### config.mk
export PLATFORM = sky130hd
export DESIGN_NAME = blink_rate_selector
export DESIGN_NICKNAME = d
export VERILOG_FILES = /design/src/rtl/blink_rate_selector.sv
export SDC_FILE = /design/constraint.sdc
export NUM_CORES = 1
export LEC_CHECK = 0
export BUFFER_PORTS_ARGS = -buffer_cell sky130_fd_sc_hd__buf_4
export CAP_MARGIN = 20
export CORE_ASPECT_RATIO = 1.2
export CORE_MARGIN = 5
export CORE_UTILIZATION = 43
export DETAILED_ROUTE_END_ITERATION = 6
export SYNTH_ARGS = -nofsm -noshare
export SYNTH_HDL_FRONTEND = slang
export SYNTH_SLANG_ARGS = --single-unit
### constraint.sdc
create_clock -name clk -period 1.71 [get_ports clk]
set_input_delay 0.342 -clock clk [delete_from_list [all_inputs] [get_ports clk]]
set_output_delay 0.342 -clock clk [all_outputs]
set_load 0.03 [all_outputs]
### src/rtl/blink_rate_selector.sv
// blink_rate_selector: conditions the board push-button and steps a four-entry
// divisor table for clock_divider. Define BLINK_RATE_DOWN_EN to add a down button.

module blink_btn_cond #(
  parameter int DEBOUNCE_CYCLES = 120000
) (
  input  logic clk,
  input  logic rst_n,
  input  logic btn_n,
  output logic fall
);

  localparam int CW = (DEBOUNCE_CYCLES < 1) ? 1 : $clog2(DEBOUNCE_CYCLES + 1);
  localparam logic [CW-1:0] CNT_LAST = CW'(DEBOUNCE_CYCLES - 1);

  logic          sync1_q, sync1_d;
  logic          sync2_q, sync2_d;
  logic          btn_db_q, btn_db_d;
  logic          btn_db_dly_q, btn_db_dly_d;
  logic [CW-1:0] db_cnt_q, db_cnt_d;
  logic [1:0]    settle_q, settle_d;
  logic          armed_q, armed_d;

  always_comb begin
    sync1_d      = btn_n;
    sync2_d      = sync1_q;
    btn_db_d     = btn_db_q;
    db_cnt_d     = db_cnt_q;
    btn_db_dly_d = btn_db_q;
    settle_d     = settle_q;
    armed_d      = armed_q;

    if (sync2_q == btn_db_q) begin
      db_cnt_d = '0;
    end else if (db_cnt_q == CNT_LAST) begin
      btn_db_d = sync2_q;
      db_cnt_d = '0;
    end else begin
      db_cnt_d = db_cnt_q + CW'(1);
    end

    // The synchronizer outputs are only trustworthy two edges after reset; a
    // button must be seen released after that before any press may count, so a
    // button held through reset does not produce a step.
    if (settle_q != 2'd2) begin
      settle_d = settle_q + 2'd1;
    end else if (sync2_q) begin
      armed_d = 1'b1;
    end
  end

  always_ff @(posedge clk or negedge rst_n) begin
    if (!rst_n) begin
      sync1_q      <= 1'b1;
      sync2_q      <= 1'b1;
      btn_db_q     <= 1'b1;
      btn_db_dly_q <= 1'b1;
      db_cnt_q     <= '0;
      settle_q     <= 2'd0;
      armed_q      <= 1'b0;
    end else begin
      sync1_q      <= sync1_d;
      sync2_q      <= sync2_d;
      btn_db_q     <= btn_db_d;
      btn_db_dly_q <= btn_db_dly_d;
      db_cnt_q     <= db_cnt_d;
      settle_q     <= settle_d;
      armed_q      <= armed_d;
    end
  end

  assign fall = armed_q & btn_db_dly_q & ~btn_db_q;

endmodule

module blink_rate_selector #(
  parameter int          DEBOUNCE_CYCLES = 120000,
  parameter logic [23:0] RATE0           = 24'd6000000,
  parameter logic [23:0] RATE1           = 24'd3000000,
  parameter logic [23:0] RATE2           = 24'd1500000,
  parameter logic [23:0] RATE3           = 24'd750000
) (
  input  logic        clk,
  input  logic        rst_n,
  input  logic        btn_n,
`ifdef BLINK_RATE_DOWN_EN
  input  logic        btn_down_n,
`endif
  output logic [23:0] div,
  output logic [1:0]  rate_idx,
  output logic        changed
);

  logic        up_fall;
  logic        dn_fall;
  logic        press_q, press_d;
  logic [1:0]  rate_idx_q, rate_idx_d;
  logic [23:0] div_q, div_d;
  logic        changed_q, changed_d;

  blink_btn_cond #(.DEBOUNCE_CYCLES(DEBOUNCE_CYCLES)) u_up (
    .clk   (clk),
    .rst_n (rst_n),
    .btn_n (btn_n),
    .fall  (up_fall)
  );

`ifdef BLINK_RATE_DOWN_EN
  blink_btn_cond #(.DEBOUNCE_CYCLES(DEBOUNCE_CYCLES)) u_dn (
    .clk   (clk),
    .rst_n (rst_n),
    .btn_n (btn_down_n),
    .fall  (dn_fall)
  );
`else
  assign dn_fall = 1'b0;
`endif

  function automatic logic [23:0] rate_lut(input logic [1:0] idx);
    logic [23:0] r;
    case (idx)
      2'd0:    r = RATE0;
      2'd1:    r = RATE1;
      2'd2:    r = RATE2;
      default: r = RATE3;
    endcase
    return r;
  endfunction

  always_comb begin
    press_d    = 1'b0;
    rate_idx_d = rate_idx_q;
    // A step on the cycle right after another would give a back-to-back
    // changed strobe; only the two-button case can get that close, and it is dropped.
    if (!press_q) begin
      if (up_fall && !dn_fall) begin
        press_d    = 1'b1;
        rate_idx_d = rate_idx_q + 2'd1;
      end else if (dn_fall && !up_fall) begin
        press_d    = 1'b1;
        rate_idx_d = rate_idx_q - 2'd1;
      end
    end
    div_d     = rate_lut(rate_idx_q);
    changed_d = press_q;
  end

  always_ff @(posedge clk or negedge rst_n) begin
    if (!rst_n) begin
      press_q    <= 1'b0;
      rate_idx_q <= 2'd0;
      div_q      <= RATE0;
      changed_q  <= 1'b0;
    end else begin
      press_q    <= press_d;
      rate_idx_q <= rate_idx_d;
      div_q      <= div_d;
      changed_q  <= changed_d;
    end
  end

  assign div      = div_q;
  assign rate_idx = rate_idx_q;
  assign changed  = changed_q;

endmodule

After elaboration in Yosys (flattened, before gate mapping)
Index checks and enable logic that the tools add are counted.
{ "totals": {"register_bits": 52, "input_bits": 3, "out_inout_bits": 27, "elab_cells": 34} }
{ "op_classes": {"n_addsub": 3, "eq_ne": 5, "muxes": 5, "n_bitwise": 6, "reduce_logical": 4} }
{ "op_table": {"columns": ["op", "count"], "rows": [
  ["$pmux 23 s3", 1],
  ["$mux 17", 2],
  ["$add 17x1->17 const B", 1],
  ["$eq 17x17->1 const B", 1],
  ["$reduce_and 2->1", 3],
  ["$add 2x1->2 const B", 2],
  ["$not 1->1", 4],
  ["$and 1x1->1", 2],
  ["$eq 2x1->1 const B", 1],
  ["$eq 2x2->1 const B", 1],
  ["$logic_not 2->1", 1],
  ["$mux 1", 2],
  ["$ne 2x2->1 const B", 1],
  ["$eq 1x1->1", 1]
]} }

Logic depth before layout (Yosys ltp)
Gate-level depths: netlist of the first run.
{ "logic_depth": {"depth_word": 4, "mapped_depth": 7, "ltp_nobuf": 5} }

By module
Synthesis of the first run repeated with hierarchy kept, for this count alone.
{ "hier_totals": {"cells_unflattened": 152, "hier_area_um2": 1722.9} }
{ "modules_own_cells": {"columns": ["module", "instances", "cells_each", "area_per_inst_um2"], "rows": [
  ["blink_btn_cond", 1, 103, 1084.8],
  ["blink_rate_selector", 1, 49, 638.1]
]} }

Worst setup path after synthesis of the first run
No wires, ideal clock.
{ "synth_timing": {"kind": "register -> register", "start": "register u_up.db_cnt_q[0]", "end": "register u_up.db_cnt_q[15]", "setup_time_ns": 0.119, "arrival_ns": 1.383, "required_ns": 1.591, "setup_slack_ns": 0.209, "path_stages_with_launch": 8, "cell_sequence": "dfrtp_1 -> ha_1 -> nand2_1 -> nor2_1 -> a41o_1 -> buf_4 -> buf_6 -> nor2_1"} }
{ "synth_between": {"elab_chain_len": 3, "word_cells_on_any_way": 4, "classes_between": "1 x add/sub; 1 x eq/ne; 2 x mux"} }
{ "synth_lines": {"columns": ["item", "line", "text"], "rows": [
  ["from (decl)", "20", "logic [CW-1:0] db_cnt_q, db_cnt_d;"],
  ["from (signal assigned)", "66", "db_cnt_q <= db_cnt_d;"],
  ["$add 17x1->17 / $eq 17x17->1 (equally long branches)", "39, 35", null],
  ["$mux 17 (*)", "35", "end else if (db_cnt_q == CNT_LAST) begin"],
  ["$mux 17 (*)", "33", "if (sync2_q == btn_db_q) begin"],
  ["named net u_up.db_cnt_d[15]", "20", null]
]} }
The timed path passes the listed nets; every way through them passes the cells marked *.
A chain may end at the register's enable or synchronous reset.

Worst setup path in the final report of the first run
{ "layout_timing": {"start": "register u_up.db_cnt_q[0]", "end": "register u_up.db_cnt_q[10]"} }
The elaborated chain is that of the path after synthesis.

==> out/results.txt, run 1 <==
Status: finished, final reports clean
P_sw: 351 uW
First-pass GRT wire length: 4820 um
Initial antenna violation count: 0
CTS tree: done
Setup_tns: 0 ns
Final #Nets: 187
Die W: 68.2 um
Share of layout cells above drive strength 1: 27.7%
Sw frac: 21.6%
Design internal power: 1270 uW
Cts repair resizes: 0
Power Density: 809 nW/um^2
Reg-to-reg setup timing slack: 0.22 ns
Clock latency on the worst-skew pair: 0.28 ns
# diodes: 0
CP cell instances: ha_2 > nand2_1 > nor2_2 > a41o_1 > buf_4 > nor2_1
Crit Reg-Reg Startpoint: u_up.db_cnt_q[0]$_DFF_PN0_
ANT nets after route: 0
Final setup skew: 0.00702 ns
CTS root buffer: clkbuf_8
Peak supply drop: 0.400 mV
Synth Register Bits: 39
FF-to-FF path depth: 6
Clk sinks: 39
GRT overflow: 0
Crit. End Element: register
Post-detail-place hpwl: 2070 um
DRT Pass-1 Iters: 4
Largest family of logic cells by synthesized area: simple AND/OR/NAND/NOR gates
Clk pwr share: 38.2%
Mapped Cells: 154
Vias in the first global route: 1072
Layout area overhead: 14.9%
# Max-Cap Violations: 0
Simple logic cell fraction of the synthesized area: 16.6%
Die area: 5440 um^2
Final period util: 87.1%
DR WL/cell: 12.1 um
Logic pwr share: 3.7%
Final setup vio count: 0
Critical path data required time: 1.88 ns
H-tree levels: 2
Core box area: 3940 um^2
Synth cell types: 29
HP Class: primary input to async pin
Final Hold Viols: 0
Total length of routed wires: 2790 um
CTS buffer count: 5
Post-CTS Setup Bufs: 0
Gr usage total: 12.0%
Crit path time final: 1.49 ns
Row count: 25
Hold_buf cts: 0
Adder and majority gate portion of the synthesized area: 5.73%
RSZ-0062 raised after global routing: false
Area after DPL: 1910 um^2
First-iteration detailed-routing DRC count: 51
CTS max path bufs: 2
Largest stage delay, worst path: 0.44 ns
Critical path peak fanout: 9
Clock-pin slew on the worst setup and hold paths: 0.07 ns
Die Ht: 79.8 um
Number of vias in the routed layout: 1101
Drt drc: 0
Finished Cell Area: 2010 um^2
Avg Vias per Cell: 4.77
Register share of total power: 58.1%
YS warnings: 0
Xor/xnor share of the synthesized area: 8.53%
Max-slew violation count: 0
GPL Wtd Cong: 0.854
Mapped Avg Cell Area: 11.3 um^2
CP Launch Type: register
Fmax: 671 MHz
Buffers added on ports: 24
Mux share of post-synthesis cell area: 0.645%
Initial Utilization: 44.3%
FF-to-FF End: u_up.db_cnt_q[10]$_DFF_PN0_
Max stage delay cell, worst path: dfrtp_1
CP arrival: 1.66 ns
Largest net degree at the start of global routing: 40
Synth Area in Compound Gates: 2.29%
IO Count: 30
Synthesized area: 1750 um^2
Crit path kind: register to register
Post-synthesis sequential area ratio: 56.6%
Leak: 0.000909 uW
[per-layer routing]
layer	share of wire (%)	GRT usage [%]	up-vias
li1	-	-	535
met1	40	13.4	523
met2	50	19.2	36
met3	7.9	4.65	7
met4	2.1	6.36	0
met5	0	0	-
[power by group through the flow]
| stage | registers (uW) | clock network, uW | logic [uW] |
|---|---|---|---|
| detailed placement | 960 | 0 | 60.9 |
| CTS | 943 | 649 | 61.1 |
| global route | 945 | 695 | 69.6 |
| floorplan | 958 | 0 | 44.9 |
| finish | 944 | 620 | 59.8 |
| global placement | 959 | 0 | 60.2 |
[logic make-up (layout without fill, tap and decap cells)]
| kind of cell | Yosys count | after routing |
|---|---|---|
| buffers and inverters | 27 | 46 |
| other | 1 | 5 |
| multiplexers | 1 | 1 |
| AO/OA/AOI/OAI | 6 | 6 |
| adder cells (fa/ha/maj) | 8 | 8 |
| XOR/XNOR | 17 | 17 |
| AND/OR/NAND/NOR | 55 | 55 |
| flip-flops | 39 | 39 |
[worst max-delay path by stage]
stage | to | start | slack [ns]
5_1_grt | u_up.db_cnt_q[10]$_DFF_PN0_ | u_up.db_cnt_q[0]$_DFF_PN0_ | 0.07
3_5_place_dp | u_up.db_cnt_q[10]$_DFF_PN0_ | u_up.db_cnt_q[0]$_DFF_PN0_ | 0.13
3_3_place_gp | u_up.db_cnt_q[16]$_DFF_PN0_ | u_up.db_cnt_q[0]$_DFF_PN0_ | 0.20
6_report | u_up.db_cnt_q[10]$_DFF_PN0_ | u_up.db_cnt_q[0]$_DFF_PN0_ | 0.22
2_1_floorplan | u_up.db_cnt_q[15]$_DFF_PN0_ | u_up.db_cnt_q[0]$_DFF_PN0_ | 0.21
4_1_cts | u_up.db_cnt_q[10]$_DFF_PN0_ | u_up.db_cnt_q[0]$_DFF_PN0_ | 0.11
[layout by cell type, fill, tap and decap left out, types with 2 or more instances in the layout]
| cell | n |
|---|---|
| xor2_1 | 2 |
| xnor2_1 | 15 |
| nand4_1 | 4 |
| dfrtp_1 | 29 |
| clkbuf_8 | 6 |
| nor3_1 | 6 |
| nor2_1 | 21 |
| dfstp_2 | 10 |
| buf_4 | 27 |
| nor4_1 | 3 |
| o21ai_0 | 2 |
| conb_1 | 5 |
| nand3_1 | 7 |
| ha_1 | 7 |
| inv_1 | 11 |
| nand2_1 | 6 |
[cell type report]
class                           count  area (um^2)
Multi-Input combinational cell     92          614
Sequential cell                    39          988
Fill cell                         375         1940
Clock buffer                        7         86.3
Timing Repair Buffer               27          203
Clock inverter                      1         5.00
Tap cell                           54         67.6
Inverter                           11         41.3
[sequential cells by signal, indices dropped and copies added, names as in the netlist, 2 cells and up]
name and cells:
u_up.settle_q 2, u_up.db_cnt_q 17, rate_idx 2, div 11
[synth_stat cells]
master    instances  area share [%]
or4_1             1            0.43
a21o_1            1            0.43
and4_1            1            0.50
nand3_1           7             2.0
buf_4            14             6.0
nor3_1            6             1.7
dfstp_2          10              15
dfrtp_1          29              42
o31ai_1           1            0.43
nand4_2           1            0.72
xnor2_1          15             7.5
xor2_1            2             1.0
mux2_2            1            0.65
nor4b_1           1            0.50
nand2_1           6             1.3
nor4bb_1          1            0.57
nand4_4           1             1.2
nand4_1           4             1.4
a41o_1            1            0.57
conb_1            1            0.21
nor4_1            3             1.1
nor3b_1           1            0.43
ha_1              8             5.7
nor2_1           22             4.7
inv_1            11             2.4
a21oi_1           1            0.29
clkbuf_2          1            0.29
o21ai_0           2            0.57
buf_6             1            0.65
[critical path: cells and delay by family (launching register included)]
| family | cells | cell delay, ns |
|---|---|---|
| buffers and inverters | 1 | 0.16 |
| AO/OA/AOI/OAI | 1 | 0.20 |
| adder cells (fa/ha/maj) | 1 | 0.27 |
| AND/OR/NAND/NOR | 3 | 0.31 |
| flip-flops | 1 | 0.44 |
[per-stage QoR]
step	power, uW	setup slack [ns]	utilization, %	cells	hold slack, ns
global route	1710	0.0734	50.9	231	0.0363
detailed placement	1020	0.135	48.4	223	0.333
global placement	1020	0.204	48.4	223	0.328
finish	1620	0.220	50.9	231	0.00807
floorplan	1000	0.209	-	158	0.0464
CTS	1650	0.106	50.8	231	0.0149
Note: power is estimated with default switching activity, not from simulation.
==> run 2: changes to the inputs <==
--- a/config.mk
+++ b/config.mk
@@ -9,8 +9,9 @@
 export CAP_MARGIN = 20
 export CORE_ASPECT_RATIO = 1.2
 export CORE_MARGIN = 5
-export CORE_UTILIZATION = 43
+export CORE_UTILIZATION = 30
 export DETAILED_ROUTE_END_ITERATION = 6
+export PLACE_DENSITY = 0.47
 export SYNTH_ARGS = -nofsm -noshare
 export SYNTH_HDL_FRONTEND = slang
 export SYNTH_SLANG_ARGS = --single-unit
==> out/results.txt, run 2 (synthesis results as in run 1) <==
Core box area: 5670 um^2 (was 3940 um^2)
Max FFs per register: 17 (unchanged)
Clk pwr share: 36.8% (was 38.2%)
Max-slew violation count: 0 (unchanged)
Clock latency on the worst-skew pair: 0.28 ns (about the same)
HP Class: primary input to async pin (unchanged)
Slew of the pin with the lowest slew margin: 0.626 ns
Largest reg by FF count: u_up.db_cnt_q (unchanged)
Share of layout cells above drive strength 1: 27.7% (unchanged)
Final period util: 89.6% (was 87.1%)
RSZ-0062 raised after global routing: false (unchanged)
CTS max path bufs: 2 (unchanged)
Leak: 0.000908 uW (was 0.000909 uW)
First-iteration detailed-routing DRC count: 23 (was 51)
Largest net degree at the start of global routing: 40 (unchanged)
Logic pwr share: 3.8% (was 3.7%)
Die area: 7450 um^2 (was 5440 um^2)
Buffers added on ports: 24 (unchanged)
Crit Reg-Reg Startpoint: u_up.db_cnt_q[0]$_DFF_PN0_ (unchanged)
Max stage delay cell, worst path: dfrtp_1 (unchanged)
Initial Utilization: 30.8% (was 44.3%)
Status: finished, final reports clean (unchanged)
P_sw: 363 uW (was 351 uW)
H-tree levels: 2 (unchanged)
Cell family with most CP delay: flip-flops (unchanged)
Cts repair resizes: 0 (unchanged)
Design internal power: 1230 uW (was 1270 uW)
FF-to-FF path depth: 6 (unchanged)
First-pass GRT wire length: 5090 um (was 4820 um)
Register share of total power: 59.3% (was 58.1%)
Number of vias in the routed layout: 1109 (was 1101)
Clock-pin slew on the worst setup and hold paths: 0.07 ns (about the same)
Die Ht: 93.6 um (was 79.8 um)
Clk sinks: 39 (unchanged)
Crit path time final: 1.53 ns (was 1.49 ns)
Power Density: 784 nW/um^2 (was 809 nW/um^2)
GRT overflow: 0 (unchanged)
Critical path peak fanout: 9 (unchanged)
Bufs and invs on worst path: 1 (unchanged)
Gr usage total: 8.73% (was 12.0%)
Fmax: 653 MHz (was 671 MHz)
Vias in the first global route: 1114 (was 1072)
Sw frac: 22.9% (was 21.6%)
Die W: 79.6 um (was 68.2 um)
FF-to-FF End: u_up.db_cnt_q[16]$_DFF_PN0_ (was u_up.db_cnt_q[10]$_DFF_PN0_)
CP arrival: 1.69 ns (was 1.66 ns)
Post-detail-place hpwl: 2170 um (was 2070 um)
Final setup vio count: 0 (unchanged)
Hold_buf cts: 0 (unchanged)
ANT nets after route: 0 (unchanged)
DRT Pass-1 Iters: 6 (was 4)
CP Launch Type: register (unchanged)
GPL Wtd Cong: 0.739 (was 0.854)
Row count: 30 (was 25)
CP cell instances: ha_2 > nand2_1 > nor2_1 > a41o_1 > buf_4 > a21oi_1 (was ha_2 > nand2_1 > nor2_2 > a41o_1 > buf_4 > nor2_1)
CTS buffer count: 5 (unchanged)
# diodes: 0 (unchanged)
# Max-Cap Violations: 0 (unchanged)
Drt drc: 0 (unchanged)
Rel. slew slack: 57.7%
Critical path data required time: 1.87 ns (was 1.88 ns)
Commonest non-fill, non-tap cell in the layout: dfrtp_1 (unchanged)
Largest stage delay, worst path: 0.43 ns (was 0.44 ns)
DR WL/cell: 11.6 um (was 12.1 um)
Commonest non-fill, non-tap cells in the layout: dfrtp_1, buf_4, nor2_1 (unchanged)
Crit path kind: register to register (unchanged)
Reg-to-reg setup timing slack: 0.18 ns (was 0.22 ns)
Final Hold Viols: 0 (unchanged)
Final setup skew: 0.00343 ns (was 0.00702 ns)
Initial antenna violation count: 0 (unchanged)
Avg Vias per Cell: 4.32 (was 4.77)
Total length of routed wires: 2990 um (was 2790 um)
CTS tree: done (unchanged)
Setup_tns: 0 ns (unchanged)
Post-CTS Setup Bufs: 0 (unchanged)
Crit. End Element: register (unchanged)
IO Count: 30 (unchanged)
CTS root buffer: clkbuf_8 (unchanged)
Layout area overhead: 16.2% (was 14.9%)
Peak supply drop: 0.272 mV (was 0.400 mV)
Final core occ: 35.8% (was 50.9%)
Final #Nets: 187 (unchanged)
-- run 2: cell types whose count changed in the layout (fill, tap and decap cells not counted) --
cell and change:
clkbuf_1 -1, clkbuf_8 -1, clkinv_2 +2, nor2_1 +1
nor2_2 -1
-- run 2: cell type report --
class,count,area [um^2]
Clock buffer,5,68.8
Clock inverter,3,15.0
Fill cell,571,3640
Inverter,11,41.3
Multi-Input combinational cell,92,612
Sequential cell,39,988
Tap cell,80,100
Timing Repair Buffer,27,203
-- run 2: per-layer routing --
layer / vias to the layer above / GRT usage (%) / part of all wire (%)
met1: 540 / 9.47 / 42
met3: 6 / 3.18 / 6.5
li1: 533 / - / -
met2: 30 / 15.3 / 50
met5: - / 0 / 0
met4: 0 / 3.44 / 1.7
-- run 2: per-stage QoR --
step | cells | power [uW] | hold WS [ns] | cell area (um^2) | setup slack [ns]
after floorplan | 158 | 1000 | 0.0464 | 1760 | 0.209
after global placement | 249 | 1020 | 0.343 | 1940 | 0.190
after detailed placement | 249 | 1020 | 0.342 | 1940 | 0.130
after CTS | 257 | 1620 | 0.0275 | 2030 | 0.118
after global routing | 257 | 1680 | 0.0508 | 2030 | 0.0135
final | 257 | 1590 | 0.0157 | 2030 | 0.178
-- run 2: how the worst max path moves through the flow --
stage	start	end	slack, ns	cells past startpoint
floorplan	u_up.db_cnt_q[0]$_DFF_PN0_	u_up.db_cnt_q[15]$_DFF_PN0_	0.21	7
global placement	u_up.db_cnt_q[0]$_DFF_PN0_	u_up.db_cnt_q[16]$_DFF_PN0_	0.19	6
detailed placement	u_up.db_cnt_q[0]$_DFF_PN0_	u_up.db_cnt_q[14]$_DFF_PN0_	0.13	6
CTS	u_up.db_cnt_q[0]$_DFF_PN0_	u_up.db_cnt_q[14]$_DFF_PN0_	0.12	6
global route	u_up.db_cnt_q[0]$_DFF_PN0_	u_up.db_cnt_q[16]$_DFF_PN0_	0.01	6
finish	u_up.db_cnt_q[0]$_DFF_PN0_	u_up.db_cnt_q[16]$_DFF_PN0_	0.18	6
-- run 2: worst register-to-register path: stages (launching register included) --
cell	delay [ns]
dfrtp_1	0.43
ha_2	0.28
nand2_1	0.09
nor2_1	0.19
a41o_1	0.21
buf_4	0.16
a21oi_1	0.05
-- run 2: power groups by stage --
stage | logic [uW] | registers [uW] | clock network [uW]
3_5_place_dp | 62.0 | 960 | 0
4_1_cts | 62.2 | 943 | 616
6_report | 60.7 | 943 | 585
5_1_grt | 71.5 | 944 | 664
3_3_place_gp | 62.3 | 960 | 0
2_1_floorplan | 44.9 | 958 | 0
==> run 3: changes to the inputs <==
--- a/config.mk
+++ b/config.mk
@@ -5,6 +5,7 @@
 export SDC_FILE = /design/constraint.sdc
 export NUM_CORES = 1
 export LEC_CHECK = 0
+export ABC_AREA = 1
 export BUFFER_PORTS_ARGS = -buffer_cell sky130_fd_sc_hd__buf_4
 export CAP_MARGIN = 20
 export CORE_ASPECT_RATIO = 1.2
==> constraint.sdc (replaced) <==
create_clock -name clk -period 1.9 [get_ports clk]
set_input_delay 0.38 -clock clk [delete_from_list [all_inputs] [get_ports clk]]
set_output_delay 0.38 -clock clk [all_outputs]
set_load 0.03 [all_outputs]
==> out/results.txt, run 3 <==
Status: complete, but fails checks (was finished, final reports clean)
Failing checks: design-rule violations
Cts repair resizes: 0 (unchanged)
Final setup vio count: 0 (unchanged)
Commonest non-fill, non-tap cells in the layout: nand2_1, dfrtp_1, nor2_1 (was dfrtp_1, buf_4, nor2_1)
First-pass GRT wire length: 5690 um (was 5090 um)
Peak supply drop: 0.397 mV (was 0.272 mV)
Synth area leader: dfrtp_1 (unchanged)
First-iteration detailed-routing DRC count: 40 (was 23)
Synth Register Bits: 39 (unchanged)
Adder and majority gate portion of the synthesized area: 5.46% (was 5.73%)
Die Ht: 95.7 um (was 93.6 um)
Predominant post-synthesis flop cell: dfrtp_1 (unchanged)
Worst Slack Setup Final: 0.481 ns (was 0.178 ns)
Design internal power: 1240 uW (was 1230 uW)
Critical path peak fanout: 11 (was 9)
Clk sinks: 39 (unchanged)
Number of synthesized flops with an enable pin: 0 (unchanged)
# diodes: 0 (unchanged)
Synth cell count leaders: nand2_1, dfrtp_1, nor2_1, inv_1, buf_4 (was dfrtp_1, nor2_1, xnor2_1, buf_4, inv_1)
Hold_buf cts: 0 (unchanged)
Total length of routed wires: 3350 um (was 2990 um)
Fmax: 705 MHz (was 653 MHz)
Synth cell types: 24 (was 29)
CTS tree: done (unchanged)
Largest net degree at the start of global routing: 40 (unchanged)
Largest reg by FF count: u_up.db_cnt_q (unchanged)
GRT overflow: 0 (unchanged)
Fillers: 608 (was 571)
Max-slew violation count: 0 (unchanged)
Drt drc: 5 (was 0)
FF-to-FF End: u_up.db_cnt_q[16]$_DFF_PN0_ (unchanged)
Final setup skew: 0.0158 ns (was 0.00343 ns)
Buffers added on ports: 24 (unchanged)
RSZ-0062 raised after global routing: false (unchanged)
Max FFs per register: 17 (unchanged)
Crit. End Element: register (unchanged)
Area after DPL: 2020 um^2 (was 1940 um^2)
Avg Vias per Cell: 4.09 (was 4.32)
Final #Nets: 226 (was 187)
Die W: 81.4 um (was 79.6 um)
IO Count: 30 (unchanged)
Multi-input gate area: 662 um^2 (was 612 um^2)
YS warnings: 0 (unchanged)
CTS buffer count: 5 (unchanged)
# Max-Cap Violations: 0 (unchanged)
Area fraction of the dominant cell type after synthesis: 39.6% (was 41.6%)
Synthesized area: 1830 um^2 (was 1750 um^2)
Crit Reg-Reg Startpoint: u_up.db_cnt_q[0]$_DFF_PN0_ (unchanged)
Mapped Avg Cell Area: 9.45 um^2 (was 11.3 um^2)
P_sw: 334 uW (was 363 uW)
FF-to-FF path depth: 6 (unchanged)
CTS root buffer: clkbuf_8 (unchanged)
Gr usage total: 9.82% (was 8.73%)
Clock latency on the worst-skew pair: 0.29 ns (was 0.28 ns)
Sw frac: 21.2% (was 22.9%)
Final period util: 74.7% (was 89.6%)
Leak: 0.000969 uW (was 0.000908 uW)
Finished Cell Area: 2130 um^2 (was 2030 um^2)
Mapped Cells: 194 (was 154)
Layout area overhead: 16.3% (was 16.2%)
ANT nets after route: 0 (unchanged)
CP Launch Type: register (unchanged)
Simple logic cell fraction of the synthesized area: 21.8% (was 16.6%)
Cell family with most CP delay: simple AND/OR/NAND/NOR gates (was flip-flops)
H-tree levels: 2 (unchanged)
Bufs and invs on worst path: 0 (was 1)
Commonest non-fill, non-tap cell in the layout: nand2_1 (was dfrtp_1)
DRT Pass-1 Iters: 7 (was 6)
Die area: 7780 um^2 (was 7450 um^2)
Register share of total power: 53.8% (was 59.3%)
Post-synthesis sequential area ratio: 53.9% (was 56.6%)
Crit path kind: register to register (unchanged)
Largest stage delay, worst path: 0.40 ns (was 0.43 ns)
DR WL/cell: 11.2 um (was 11.6 um)
Initial Utilization: 30.5% (was 30.8%)
Synth Area in Compound Gates: 3.55% (was 2.29%)
CP arrival: 1.60 ns (was 1.69 ns)
Pre-CTS worst setup slack: 0.462 ns (was 0.130 ns)
Mux share of post-synthesis cell area: 0% (was 0.645%)
Final Hold Viols: 0 (unchanged)
Initial antenna violation count: 0 (unchanged)
Xor/xnor share of the synthesized area: 4.30% (was 8.53%)
Vias in the first global route: 1229 (was 1114)
Reg-to-reg setup timing slack: 0.48 ns (was 0.18 ns)
Synth area leaders: dfrtp_1, dfstp_2, nand2_1, nor2_1, ha_1 (was dfrtp_1, dfstp_2, xnor2_1, buf_4, ha_1)
HP Class: primary input to async pin (unchanged)
Share of layout cells above drive strength 1: 24.1% (was 27.7%)
Core box area: 6010 um^2 (was 5670 um^2)
Critical path data required time: 2.08 ns (was 1.87 ns)
GPL Wtd Cong: 0.768 (was 0.739)
Total power: 1570 uW (was 1590 uW)
Largest family of logic cells by synthesized area: simple AND/OR/NAND/NOR gates (unchanged)
Seq. cell area: 988 um^2 (unchanged)
Clock-pin slew on the worst setup and hold paths: 0.09 ns (was 0.07 ns)
Count leader, synth: nand2_1 (was dfrtp_1)
Crit path time final: 1.42 ns (was 1.53 ns)
Number of vias in the routed layout: 1218 (was 1109)
Setup_tns: 0 ns (unchanged)
CTS max path bufs: 2 (unchanged)
Post-detail-place hpwl: 2390 um (was 2170 um)
Row count: 31 (was 30)
Max stage delay cell, worst path: dfrtp_1 (unchanged)
CP dominant cell by count: nand3_2
Power Density: 738 nW/um^2 (was 784 nW/um^2)
Clk pwr share: 43.0% (was 36.8%)
Logic pwr share: 3.3% (was 3.8%)
CP cell instances: ha_1 > nand3_2 > nor2_4 > nand3_2 > nand2_2 > nor2_1 (was ha_2 > nand2_1 > nor2_1 > a41o_1 > buf_4 > a21oi_1)
Post-CTS Setup Bufs: 0 (unchanged)
Final core occ: 35.5% (was 35.8%)
Share of flip-flops with an asynchronous set or reset: 100% (unchanged)
[run 3: cell type report]
class / instances / area share [%]
repair buffers: 24 / 8.45
multi-input cells: 121 / 31.0
clock buffers: 6 / 3.40
clock inverters: 2 / 1.76
inverters: 24 / 4.22
well taps: 82 / 4.81
flip-flops and latches: 39 / 46.3
[run 3: worst max path at each step]
stage | from | end | slack (ns) | depth (start not counted)
after floorplan | u_up.db_cnt_q[0]$_DFF_PN0_ | u_up.db_cnt_q[5]$_DFF_PN0_ | 0.61 | 7
after global placement | u_up.db_cnt_q[0]$_DFF_PN0_ | u_up.db_cnt_q[16]$_DFF_PN0_ | 0.47 | 6
after detailed placement | u_up.db_cnt_q[0]$_DFF_PN0_ | u_up.db_cnt_q[16]$_DFF_PN0_ | 0.46 | 6
after CTS | u_up.db_cnt_q[0]$_DFF_PN0_ | u_up.db_cnt_q[16]$_DFF_PN0_ | 0.45 | 6
after global routing | u_up.db_cnt_q[0]$_DFF_PN0_ | u_up.db_cnt_q[16]$_DFF_PN0_ | 0.30 | 7
final | u_up.db_cnt_q[0]$_DFF_PN0_ | u_up.db_cnt_q[16]$_DFF_PN0_ | 0.48 | 6
[run 3: cells by family after synthesis]
| group | after synthesis |
|---|---|
| simple gates | 88 |
| flops | 39 |
| buf+inv | 38 |
| compound gates | 11 |
| xor+xnor | 9 |
| fa+ha+maj | 8 |
| other cells | 1 |
[run 3: worst register-to-register path, cell delays in order, from the launching register on]
cell     delay, ns
dfrtp_1       0.40
ha_1          0.22
nand3_2       0.12
nor2_4        0.16
nand3_2       0.11
nand2_2       0.22
nor2_1        0.09
[run 3: metrics by stage]
| step | hold WS [ns] | instances |
|---|---|---|
| after global routing | 0.0857 | 298 |
| after global placement | 0.346 | 290 |
| after detailed placement | 0.349 | 290 |
| after CTS | 0.0633 | 298 |
| after floorplan | 0.0844 | 198 |
| final | 0.0459 | 298 |
[run 3: routing by layer]
metal / track usage (%) / share of wire, %
met1: 12.3 / 44
met5: 0 / 0
met3: 3.21 / 5.6
met4: 4.65 / 2.4
met2: 15.1 / 47
[run 3: power groups by stage]
stage | combinational, uW | sequential [uW] | clock [uW]
floorplan | 39.4 | 860 | 0
global placement | 54.8 | 861 | 0
detailed placement | 53.6 | 862 | 0
CTS | 53.8 | 846 | 708
global route | 60.4 | 848 | 749
finish | 51.6 | 847 | 677
